===== src/rtl/add_seq32.sv =====
// Byte-serial add/subtract unit. One 8-bit adder is reused LSB-first across
// the operand bytes, with the carry held in a register between bytes.
// The result, carry and overflow are loaded only at the end of an operation.

// 8-bit adder slice with carry in and carry out.
module adder8 (
  input  logic [7:0] a,
  input  logic [7:0] b,
  input  logic       ci,
  output logic [7:0] s,
  output logic       co
);

  assign {co, s} = {1'b0, a} + {1'b0, b} + {8'd0, ci};

endmodule

module add_seq32 #(
  parameter int NBYTES = 4
) (
  input  logic                  iClk,
  input  logic                  iRst_n,
  input  logic                  iStart,
  input  logic                  iSub,
  input  logic [8*NBYTES-1:0]   iData_a,
  input  logic [8*NBYTES-1:0]   iData_b,
  output logic                  oBusy,
  output logic                  oDone,
  output logic [8*NBYTES-1:0]   oData,
  output logic                  oData_C,
  output logic                  oOverflow
);

  localparam int W     = 8 * NBYTES;
  localparam int IDX_W = $clog2(NBYTES);
  localparam logic [IDX_W-1:0] LAST = IDX_W'(NBYTES - 1);

  typedef enum logic [1:0] {
    IDLE = 2'd0,
    RUN  = 2'd1,
    DONE = 2'd2
  } state_t;

  state_t                  state;
  state_t                  state_nxt;
  logic [NBYTES-1:0][7:0]  a_reg;
  logic [NBYTES-1:0][7:0]  b_reg;
  logic [W-9:0]            res_sh;
  logic [IDX_W-1:0]        idx;
  logic                    carry;
  logic [7:0]              sum_byte;
  logic                    carry_out;

  // Status outputs decode straight from the state register.
  assign oBusy = (state != IDLE);
  assign oDone = (state == DONE);

  // The single shared adder sees the current byte of each operand.
  adder8 u_adder (
    .a  (a_reg[idx]),
    .b  (b_reg[idx]),
    .ci (carry),
    .s  (sum_byte),
    .co (carry_out)
  );

  // State register.
  always_ff @(posedge iClk or negedge iRst_n) begin
    if (!iRst_n) state <= IDLE;
    else         state <= state_nxt;
  end

  // Next-state logic: IDLE waits for a start, RUN walks the bytes, DONE lasts one cycle.
  always_comb begin
    state_nxt = state;
    case (state)
      IDLE:    if (iStart) state_nxt = RUN;
      RUN:     if (idx == LAST) state_nxt = DONE;
      DONE:    state_nxt = IDLE;
      default: state_nxt = IDLE;
    endcase
  end

  // Operand capture, byte-serial accumulation and end-of-operation result load.
  always_ff @(posedge iClk or negedge iRst_n) begin
    if (!iRst_n) begin
      a_reg     <= '0;
      b_reg     <= '0;
      res_sh    <= '0;
      idx       <= '0;
      carry     <= 1'b0;
      oData     <= '0;
      oData_C   <= 1'b0;
      oOverflow <= 1'b0;
    end else begin
      case (state)
        IDLE: begin
          if (iStart) begin
            // Subtraction is A + ~B + 1: invert B and seed the carry with 1.
            a_reg <= iData_a;
            b_reg <= iSub ? ~iData_b : iData_b;
            carry <= iSub;
            idx   <= '0;
          end
        end
        RUN: begin
          // Partial result fills from the top so it is aligned after the last byte.
          res_sh <= (W-8)'({sum_byte, res_sh} >> 8);
          carry  <= carry_out;
          idx    <= idx + IDX_W'(1);
          if (idx == LAST) begin
            oData     <= {sum_byte, res_sh};
            oData_C   <= carry_out;
            oOverflow <= (a_reg[NBYTES-1][7] == b_reg[NBYTES-1][7]) &&
                         (sum_byte[7] != a_reg[NBYTES-1][7]);
          end
        end
        default: ;
      endcase
    end
  end

endmodule

===== config.mk =====
export PLATFORM = sky130hd
export DESIGN_NAME = add_seq32
export DESIGN_NICKNAME = d
export VERILOG_FILES = /design/src/rtl/add_seq32.sv
export SDC_FILE = /design/constraint.sdc
export NUM_CORES = 1
export LEC_CHECK = 0
export BUFFER_PORTS_ARGS = -buffer_cell sky130_fd_sc_hd__buf_4
export CORE_MARGIN = 2
export CORE_UTILIZATION = 60
export CTS_CLUSTER_SIZE = 24
export DETAILED_ROUTE_END_ITERATION = 10
export GPL_TIMING_DRIVEN = 0
export PLACE_DENSITY = 0.92
export SYNTH_ARGS = -nofsm -noshare
export SYNTH_HDL_FRONTEND = slang
export SYNTH_SLANG_ARGS = --single-unit

===== constraint.sdc =====
create_clock -name iClk -period 5.3 [get_ports iClk]
set_input_delay 0.53 -clock iClk [delete_from_list [all_inputs] [get_ports iClk]]
set_output_delay 0.53 -clock iClk [all_outputs]
set_load 0.005 [all_outputs]

==> flow_metrics.env, run 1 <==
export IMPL_wl_per_cell_um=18.2
export IMPL_final_hold_viol_count=21
export IMPL_skew_ns=0.00951
export IMPL_synth_top_area_share_pct=55.5
export IMPL_synth_main_ff_cell="dfrtp_1"
export IMPL_synth_area_um2=5720
export IMPL_clock_fmax_ghz=0.282
export IMPL_io_pin_count=104
export IMPL_layout_drive_gt1_share_pct=27.3
export IMPL_end_kind="flop"
export IMPL_cp_common_cell="fa_1"
export IMPL_hold_ws_ns=-0.0124
export IMPL_rr_endpoint="oData_C"
export IMPL_drtAntennaViolNets=0
export IMPL_status="finished with violations"
export IMPL_yosysSeqAreaShare_pct=55.5
export IMPL_path_max_fanout=9
export IMPL_power_density_nw_per_um2=724
export IMPL_cts_tree="built"
export IMPL_rr_worst_depth=9
export IMPL_cts_hold_buf=0
export IMPL_firstDrtPassIters=7
export IMPL_core_area_um2=9240
export IMPL_slowest_stage="mux4_2"
export IMPL_cts_resized=0
export IMPL_grt_pass1_wl_mm=23.6
export IMPL_yosys_warnings=0
export IMPL_hp_class="in -> async"
export IMPL_pwr_share_comb_pct=43.9
export IMPL_fin_crit_sh_pct=66.8
export IMPL_max_stage_delay_ns=0.58
export IMPL_routed_wl_mm=14.6
export IMPL_gp_congestion=0.916
export IMPL_fp_dieH_um=102
export IMPL_startpoint_type="flop"
export IMPL_numPortBuffers=102
export IMPL_synth_edf_count=0
export IMPL_critPathBufInv=1
export IMPL_clkTransAtPathRegs_ns=0.06
export IMPL_via_count=4605
export IMPL_async_flop_share_pct=100
export IMPL_start_util_pct=61.9
export IMPL_synth_avg_cell_area_um2=10.6
export IMPL_post_route_util_pct=79.0
export IMPL_synth_area_leaders="dfrtp_1 56%, nand2_1 13%, mux4_2 6.3%"
export IMPL_cts_setup_buffers=0
export IMPL_final_cell_mix="201 x nand2_1, 127 x dfrtp_1, 101 x buf_4"
export IMPL_worstPathRequired_ns=5.69
export IMPL_timing_setup_tns_ns=0
export IMPL_layout_nets=742
export IMPL_violations="hold timing"
export IMPL_final_common_cell="nand2_1"
export IMPL_track_usage_pct=30.5
export IMPL_clock_latency_ns=0.53
export IMPL_relSlewSlack_pct=54.8
export IMPL_cp_arrival_ns=3.93
export IMPL_drc=0
export IMPL_dp_hpwl_mm=9.50
export IMPL_cts_sinks=127
export IMPL_viasPerCell=5.71
export IMPL_cts_made_buffers=17
export IMPL_p_leak_nw=3.57
export IMPL_synth_area_leader_cell="dfrtp_1"
export IMPL_dr_first_iter_drc_count=293
export IMPL_grt_max_degree=67
export IMPL_dieArea_um2=10300
export IMPL_ys_ff_latch=127
export IMPL_period_minus_slack_ns=3.54
export IMPL_area_delta_synth_final_pct=27.5
export IMPL_worstMarginPinSlew_ns=0.679
export IMPL_grt_antenna_before_repair=0
export IMPL_first_global_vias=4675
export IMPL_cp_top_family="compound AO/OA/AOI/OAI gates"
export IMPL_layout_setup_ws_ns=1.76
export IMPL_rsz0062_at_grt="false"
export IMPL_rows=35
export IMPL_reg2reg_slack_ns=1.76
export IMPL_cellInternalPower_mw=3.25
export IMPL_cts_htree_levels=4
export IMPL_cts_root_buf="clkbuf_8"
export IMPL_p_sw_share_pct=38.4
export IMPL_setup_viol=0
export IMPL_switchingPower_mw=2.03
export IMPL_ir_drop_mv=0.353
export IMPL_place_ws_ns=1.90
export IMPL_path_cells="buf_2, mux4_2, fa_1, fa_1, a21o_1, a21oi_1, o21bai_1, a211oi_1, o31ai_1"
export IMPL_maxSlewViolCount=0
export IMPL_cts_buffer_depth=2
export IMPL_insertedDiodeCount=0
export IMPL_syn_num_nets=620
export IMPL_max_cap_violations=0
export IMPL_seqPwrFrac_pct=33.0
export IMPL_die_w_um=102
export IMPL_synth_cells=542
export IMPL_reg2reg_from="idx[0]"
export IMPL_path_class="reg -> reg"
export IMPL_power_share_clock_pct=23.0
export IMPL_synth_distinct_cells=39
export IMPL_gr_total_overflow=0
-- area by class of cell --
cell class / instances / area [um^2]
buffer: 35 / 143
clock buffer: 23 / 457
clock inverter: 9 / 158
fill: 534 / 1940
inverter: 3 / 11.3
multi-input combinational: 377 / 2390
sequential: 127 / 3180
tap: 129 / 161
timing repair buffer: 103 / 797
-- logic make-up (layout without fill, tap and decap cells) --
family	after synthesis	in the layout	share of synthesized area [%]
flops	127	127	55.5
compound gates	69	69	7.11
simple gates	219	219	15.1
buf+inv	38	173	2.69
fa+ha+maj	10	10	2.45
mux	43	43	11.6
xor+xnor	36	36	5.51
-- metrics by stage --
| step | std cells | power [mW] | hold WS [ns] | cell area, um^2 |
|---|---|---|---|---|
| finish | 806 | 5.28 | -0.0124 | 7300 |
| global route | 806 | 5.58 | 0.0232 | 7300 |
| CTS | 806 | 5.24 | 0.00396 | 7300 |
| detailed placement | 774 | 3.93 | 0.461 | 6680 |
| global placement | 773 | 3.77 | 0.453 | 6650 |
| floorplan | 542 | 3.17 | 0.234 | 5720 |
-- worst register-to-register path, delay by kind of cell (launching register included) --
kind / cells / cell delay [ns]
compound gates: 5 / 1.20
fa+ha+maj: 2 / 0.96
mux: 1 / 0.59
flops: 1 / 0.35
buf+inv: 1 / 0.32
-- power groups by stage --
stage	sequential, mW	clock [mW]	combinational (mW)
finish	1.75	1.22	2.32
global route	1.78	1.26	2.54
CTS	1.73	1.21	2.30
detailed placement	1.72	0	2.21
global placement	1.69	0	2.08
floorplan	1.64	0	1.53
-- cell usage after synthesis, types with 2 or more instances --
library cell / count
nand2_1: 201
dfrtp_1: 127
o21ai_0: 46
xnor2_1: 35
mux2_2: 26
clkbuf_1: 25
mux4_2: 16
buf_2: 9
ha_1: 8
a21o_1: 4
a21oi_1: 4
nor2_1: 4
inv_1: 3
o211ai_1: 3
a22oi_1: 2
fa_1: 2
nand2b_1: 2
nor3b_1: 2
o31ai_1: 2
or3_1: 2
-- how the worst max path moves through the flow --
stage	startpoint	endpoint	slack, ns	cells past startpoint
floorplan	idx[0]	carry	2.27	9
global placement	idx[0]	carry	1.96	9
detailed placement	idx[0]	oData_C	1.90	9
CTS	idx[0]	oData_C	1.84	9
global route	idx[0]	oData_C	1.68	9
finish	idx[0]	oData_C	1.76	9
-- per-layer routing --
metal  up-vias  track usage, %  part of all wire (%)
met3        67            6.56                   6.3
met5         -               0                     0
met1      2246            37.8                    38
li1       2044               -                     -
met4         0            15.6                   4.5
met2       248            50.8                    51
No activity file was read; power rests on OpenSTA's default activity.
==> inputs of run 2 (changes only) <==
Settings changed: CORE_UTILIZATION 60 to 50, PLACE_DENSITY 0.92 to 0.83.
Clock period 5.3 ns to 3.21 ns, I/O delays scaled along.
==> run 2 against run 1 <==
  * The run now ends clean
  * Routed wire length is 8.4% lower
  * Die area is 19% higher
  * Final cell count is 1.7% higher
  * Power is 61% higher
  * Clock power is 56% higher
  * Sequential power is 63% higher
  * Cell area is 0.19% higher
  * Sequential share of layout area is 0.082 points lower
  * Fmax is 15% higher
  * Sequential cell count stayed put
  * Clock-buffer cell count is 1 lower
  * Critical path type unchanged
==> flow_metrics.env, run 2 (same netlist as run 1, synthesis figures left out) <==
export IMPL_end_kind="flop"
export IMPL_cts_htree_levels=4
export IMPL_timing_setup_tns_ns=0
export IMPL_dr_first_iter_drc_count=327
export IMPL_rsz0062_at_grt="false"
export IMPL_layout_nets=742
export IMPL_worstMarginPinSlew_ns=0.520
export IMPL_first_global_vias=4524
export IMPL_hold_ws_ns=0.0860
export IMPL_post_route_util_pct=64.8
export IMPL_gp_congestion=0.824
export IMPL_max_cap_violations=0
export IMPL_grt_pass1_wl_mm=22.6
export IMPL_pwr_share_comb_pct=44.1
export IMPL_fin_crit_sh_pct=96.1
export IMPL_seqPwrFrac_pct=33.5
export IMPL_dieArea_um2=12300
export IMPL_startpoint_type="flop"
export IMPL_cts_tree="built"
export IMPL_insertedDiodeCount=0
export IMPL_numPortBuffers=102
export IMPL_regArea_um2=3180
export IMPL_reg2reg_from="idx[0]"
export IMPL_wl_per_cell_um=16.4
export IMPL_final_common_cell="nand2_1"
export IMPL_cts_root_buf="clkbuf_16"
export IMPL_ir_drop_mv=0.469
export IMPL_cts_buffer_depth=2
export IMPL_die_w_um=111
export IMPL_dpl_cell_count=788
export IMPL_rows=39
export IMPL_final_cell_mix="201 x nand2_1, 127 x dfrtp_1, 101 x buf_4"
export IMPL_multi_input_area_um2=2400
export IMPL_hold_start="iData_a[30]"
export IMPL_rr_endpoint="carry"
export IMPL_dp_hpwl_mm=9.87
export IMPL_cts_sinks=127
export IMPL_rr_worst_depth=9
export IMPL_fp_dieH_um=111
export IMPL_switchingPower_mw=3.21
export IMPL_fill_cells=846
export IMPL_power_share_clock_pct=22.4
export IMPL_setup_viol=0
export IMPL_start_util_pct=50.8
export IMPL_drc=0
export IMPL_hp_class="in -> reg"
export IMPL_whs_endpoint="a_reg[30]"
export IMPL_area_delta_synth_final_pct=27.7
export IMPL_worstPathRequired_ns=3.50
export IMPL_finalPower_mw=8.50
export IMPL_io_pin_count=104
export IMPL_power_density_nw_per_um2=1160
export IMPL_period_minus_slack_ns=3.09
export IMPL_grt_antenna_before_repair=0
export IMPL_cts_setup_buffers=0
export IMPL_hold_depth=3
export IMPL_finalNonFillerCells=820
export IMPL_clock_latency_ns=0.42
export IMPL_p_leak_nw=3.58
export IMPL_core_area_um2=11300
export IMPL_cts_made_buffers=17
export IMPL_clkTransAtPathRegs_ns=0.06
export IMPL_status="complete, no violations"
export IMPL_track_usage_pct=23.5
export IMPL_routed_wl_mm=13.4
export IMPL_final_hold_viol_count=0
export IMPL_cellInternalPower_mw=5.29
export IMPL_p_sw_share_pct=37.8
export IMPL_skew_ns=0.00769
export IMPL_path_max_fanout=9
export IMPL_cp_arrival_ns=3.37
export IMPL_reg2reg_slack_ns=0.12
export IMPL_clock_fmax_ghz=0.324
export IMPL_grt_max_degree=103
export IMPL_layout_drive_gt1_share_pct=28.2
export IMPL_maxSlewViolCount=0
export IMPL_path_class="reg -> reg"
export IMPL_viasPerCell=5.28
export IMPL_relSlewSlack_pct=65.4
export IMPL_via_count=4327
export IMPL_firstDrtPassIters=5
export IMPL_drtAntennaViolNets=0
export IMPL_gr_total_overflow=0
## run 2: cell types whose count changed in the layout (fill, tap and decap cells not counted), sizes merged
cell	before	now
buf	113	112
bufinv	4	2
clkbuf	48	47
clkinv	3	5
clkinvlp	2	3
dlygate4sd3	0	1
## run 2: repair_timing
item | CTS | global route
hold buffers | 1 | 0
gates resized for setup | 3 | 3
hold endpoints to repair | 25 | 0
endpoints found under the setup margin | 4 | 6
## run 2: how the worst max path moves through the flow
stage                      start  endpoint  slack (ns)  cells after the start
after global placement    idx[0]     carry       -0.12                      9
after global routing      idx[0]     carry       0.006                      9
after detailed placement  idx[0]     carry       -0.19                      9
after CTS                 idx[0]     carry       0.005                      9
final                     idx[0]     carry        0.12                      9
after floorplan           idx[0]     carry        0.18                      9
## run 2: metal layers
metal	vias to the layer above	wire length (um)	track usage (%)
met2	159	6760	39.3
li1	2041	-	-
met3	31	798	6.01
met4	0	358	10.2
met5	-	0	0
met1	2096	5500	29.1
## run 2: final cells by class
| class | count | area share [%] |
|---|---|---|
| multi-input combinational | 377 | 32.9 |
| inverter | 3 | 0.154 |
| buffer | 34 | 2.00 |
| clock buffer | 22 | 6.49 |
| tap | 143 | 2.45 |
| sequential | 127 | 43.5 |
| timing repair buffer | 104 | 11.0 |
| clock inverter | 10 | 1.52 |
## run 2: power groups by stage
stage	Sequential (mW)	Clock, mW	Combinational, mW
6_report	2.85	1.90	3.75
4_1_cts	2.84	1.91	3.74
2_1_floorplan	2.71	0	2.53
5_1_grt	2.94	1.99	4.18
3_3_place_gp	2.78	0	3.48
3_5_place_dp	2.85	0	3.69
## run 2: worst max-delay path, cell delays in order, from the launching register on
cell	delay, ns
dfrtp_1	0.37
buf_6	0.18
mux4_2	0.56
fa_2	0.41
fa_1	0.43
a21o_1	0.20
a21oi_1	0.24
o21bai_2	0.16
a211oi_2	0.28
o31ai_1	0.11
## run 2: stage by stage
step           instance area (um^2)  worst slack (ns)
2_1_floorplan                  5720             0.180
4_1_cts                        7300           0.00484
5_1_grt                        7310           0.00574
6_report                       7310             0.125
3_3_place_gp                   6670            -0.125
3_5_place_dp                   6700            -0.191
==> inputs of run 3 (changes only) <==
Settings changed: CORE_ASPECT_RATIO from default to 1.2.
Clock period 3.21 ns to 2.7 ns, I/O delays scaled along.
==> run 3 against run 2 <==
  * Routed wire length is 5.6% higher
  * Clock power is 38% higher
  * Non-clock buffer count is 11 higher
  * The flow now finishes with violations (setup timing)
  * Cell area is 4.1% higher
  * Critical path type unchanged
==> flow_metrics.env, run 3 (same netlist as run 1, synthesis figures left out) <==
export IMPL_relSlewSlack_pct=61.2
export IMPL_cp_common_cell="fa_2"
export IMPL_cts_sinks=127
export IMPL_path_cells="buf_8, mux4_2, fa_2, fa_2, a21o_1, a21oi_2, o21bai_4, a211oi_2, o31ai_1"
export IMPL_fp_dieH_um=121
export IMPL_rr_endpoint="carry"
export IMPL_gp_congestion=0.884
export IMPL_fin_crit_sh_pct=106
export IMPL_hold_start="iData_a[20]"
export IMPL_layout_nets=753
export IMPL_post_route_util_pct=68.6
export IMPL_end_kind="flop"
export IMPL_via_count=4468
export IMPL_skew_ns=0.00656
export IMPL_startpoint="idx[0]"
export IMPL_hp_class="in -> reg"
export IMPL_final_common_cell="nand2_1"
export IMPL_grt_antenna_before_repair=0
export IMPL_cp_top_family="compound AO/OA/AOI/OAI gates"
export IMPL_p_leak_nw=3.69
export IMPL_violations="setup timing"
export IMPL_core_area_um2=11100
export IMPL_wl_per_cell_um=16.8
export IMPL_reg2reg_from="idx[0]"
export IMPL_clock_fmax_ghz=0.348
export IMPL_cts_tree="built"
export IMPL_hold_depth=3
export IMPL_cts_root_buf="clkbuf_16"
export IMPL_numPortBuffers=102
export IMPL_grt_max_degree=66
export IMPL_dpl_cell_count=799
export IMPL_whs_endpoint="a_reg[20]"
export IMPL_io_pin_count=104
export IMPL_layout_setup_ws_ns=-0.172
export IMPL_dp_hpwl_mm=9.66
export IMPL_layout_drive_gt1_share_pct=31.7
export IMPL_track_usage_pct=23.8
export IMPL_rr_worst_depth=9
export IMPL_max_stage_delay_ns=0.54
export IMPL_insertedDiodeCount=0
export IMPL_rows=42
export IMPL_area_delta_synth_final_pct=33.0
export IMPL_routed_wl_mm=14.2
export IMPL_hold_ws_ns=0.0452
export IMPL_met1_length_mm=5.52
export IMPL_dr_max_layer_used="met4"
export IMPL_fin_area_um2=7610
export IMPL_critPathBufInv=1
export IMPL_dr_wl_met3_um=674
export IMPL_place_ws_ns=-0.362
export IMPL_finalNonFillerCells=842
export IMPL_period_minus_slack_ns=2.87
export IMPL_start_util_pct=51.6
export IMPL_startpoint_type="flop"
export IMPL_path_max_fanout=5
export IMPL_max_cap_violations=0
export IMPL_clock_latency_ns=0.42
export IMPL_first_global_vias=4521
export IMPL_gr_total_overflow=0
export IMPL_maxSlewViolCount=0
export IMPL_reg2reg_slack_ns=-0.17
export IMPL_grt_pass1_wl_mm=22.2
export IMPL_cp_arrival_ns=3.16
export IMPL_viasPerCell=5.31
export IMPL_worstMarginPinSlew_ns=0.582
export IMPL_dr_first_iter_drc_count=300
export IMPL_drc=0
export IMPL_slowest_stage="mux4_2"
export IMPL_cts_htree_levels=4
export IMPL_finalPower_mw=11.3
export IMPL_dr_wl_met2_mm=7.42
export IMPL_firstDrtPassIters=4
export IMPL_setup_viol=10
export IMPL_drtAntennaViolNets=0
export IMPL_final_cell_mix="201 x nand2_1, 126 x dfrtp_1, 111 x buf_4"
export IMPL_status="finished with violations"
export IMPL_worstPathRequired_ns=2.99
export IMPL_power_density_nw_per_um2=1490
export IMPL_clkTransAtPathRegs_ns=0.06
export IMPL_ir_drop_mv=0.806
export IMPL_path_class="reg -> reg"
export IMPL_dieArea_um2=12300
export IMPL_cts_buffer_depth=2
export IMPL_rsz0062_at_grt="true"
export IMPL_timing_setup_tns_ns=-1.10
export IMPL_postPlaceCellArea_um2=6740
export IMPL_cts_made_buffers=17
export IMPL_final_hold_viol_count=0
export IMPL_die_w_um=102
## run 3: per-layer routing
layer / track usage, % / vias up
met1: 28.5 / 2208
met5: 0 / -
met3: 4.61 / 38
li1: - / 2068
met2: 41.4 / 154
met4: 9.97 / 0
## run 3: repair_timing
action | 4_1_cts | 5_1_grt
endpoints found under the setup margin | 11 | 9
hold buffers | 1 | 0
resized for setup | 9 | 13
pin swaps | 7 | 7
buffers inserted | 8 | 5
hold endpoints to repair | 62 | 0
## run 3: worst max path at each step
stage / to / slack (ns) / cells after the start
5_1_grt: carry / -0.29 / 9
3_5_place_dp: oOverflow / -0.36 / 9
4_1_cts: carry / -0.12 / 9
6_report: carry / -0.17 / 9
2_1_floorplan: carry / 0.03 / 9
3_3_place_gp: oOverflow / -0.30 / 9
## run 3: worst reg2reg max path: cells and delay by family, from the launching register on
kind	cells	cell delay (ns)
flip-flops	1	0.39
AO/OA/AOI/OAI	5	0.85
multiplexers	1	0.54
adder cells (fa/ha/maj)	2	0.81
buffers and inverters	1	0.15
## run 3: area by class of cell
class                   instances  area (um^2)
well taps                     154          193
plain buffers                  33          158
fillers                       740         3480
clock buffers                  19          453
flip-flops and latches        127         3180
inverters                       3         11.3
clock inverters                13          234
repair buffers                116          905
multi-input cells             377         2480
## run 3: power by group
group	switching [mW]	internal [mW]
clock network	0.843	1.78
registers	0.594	2.82
logic	2.77	2.53
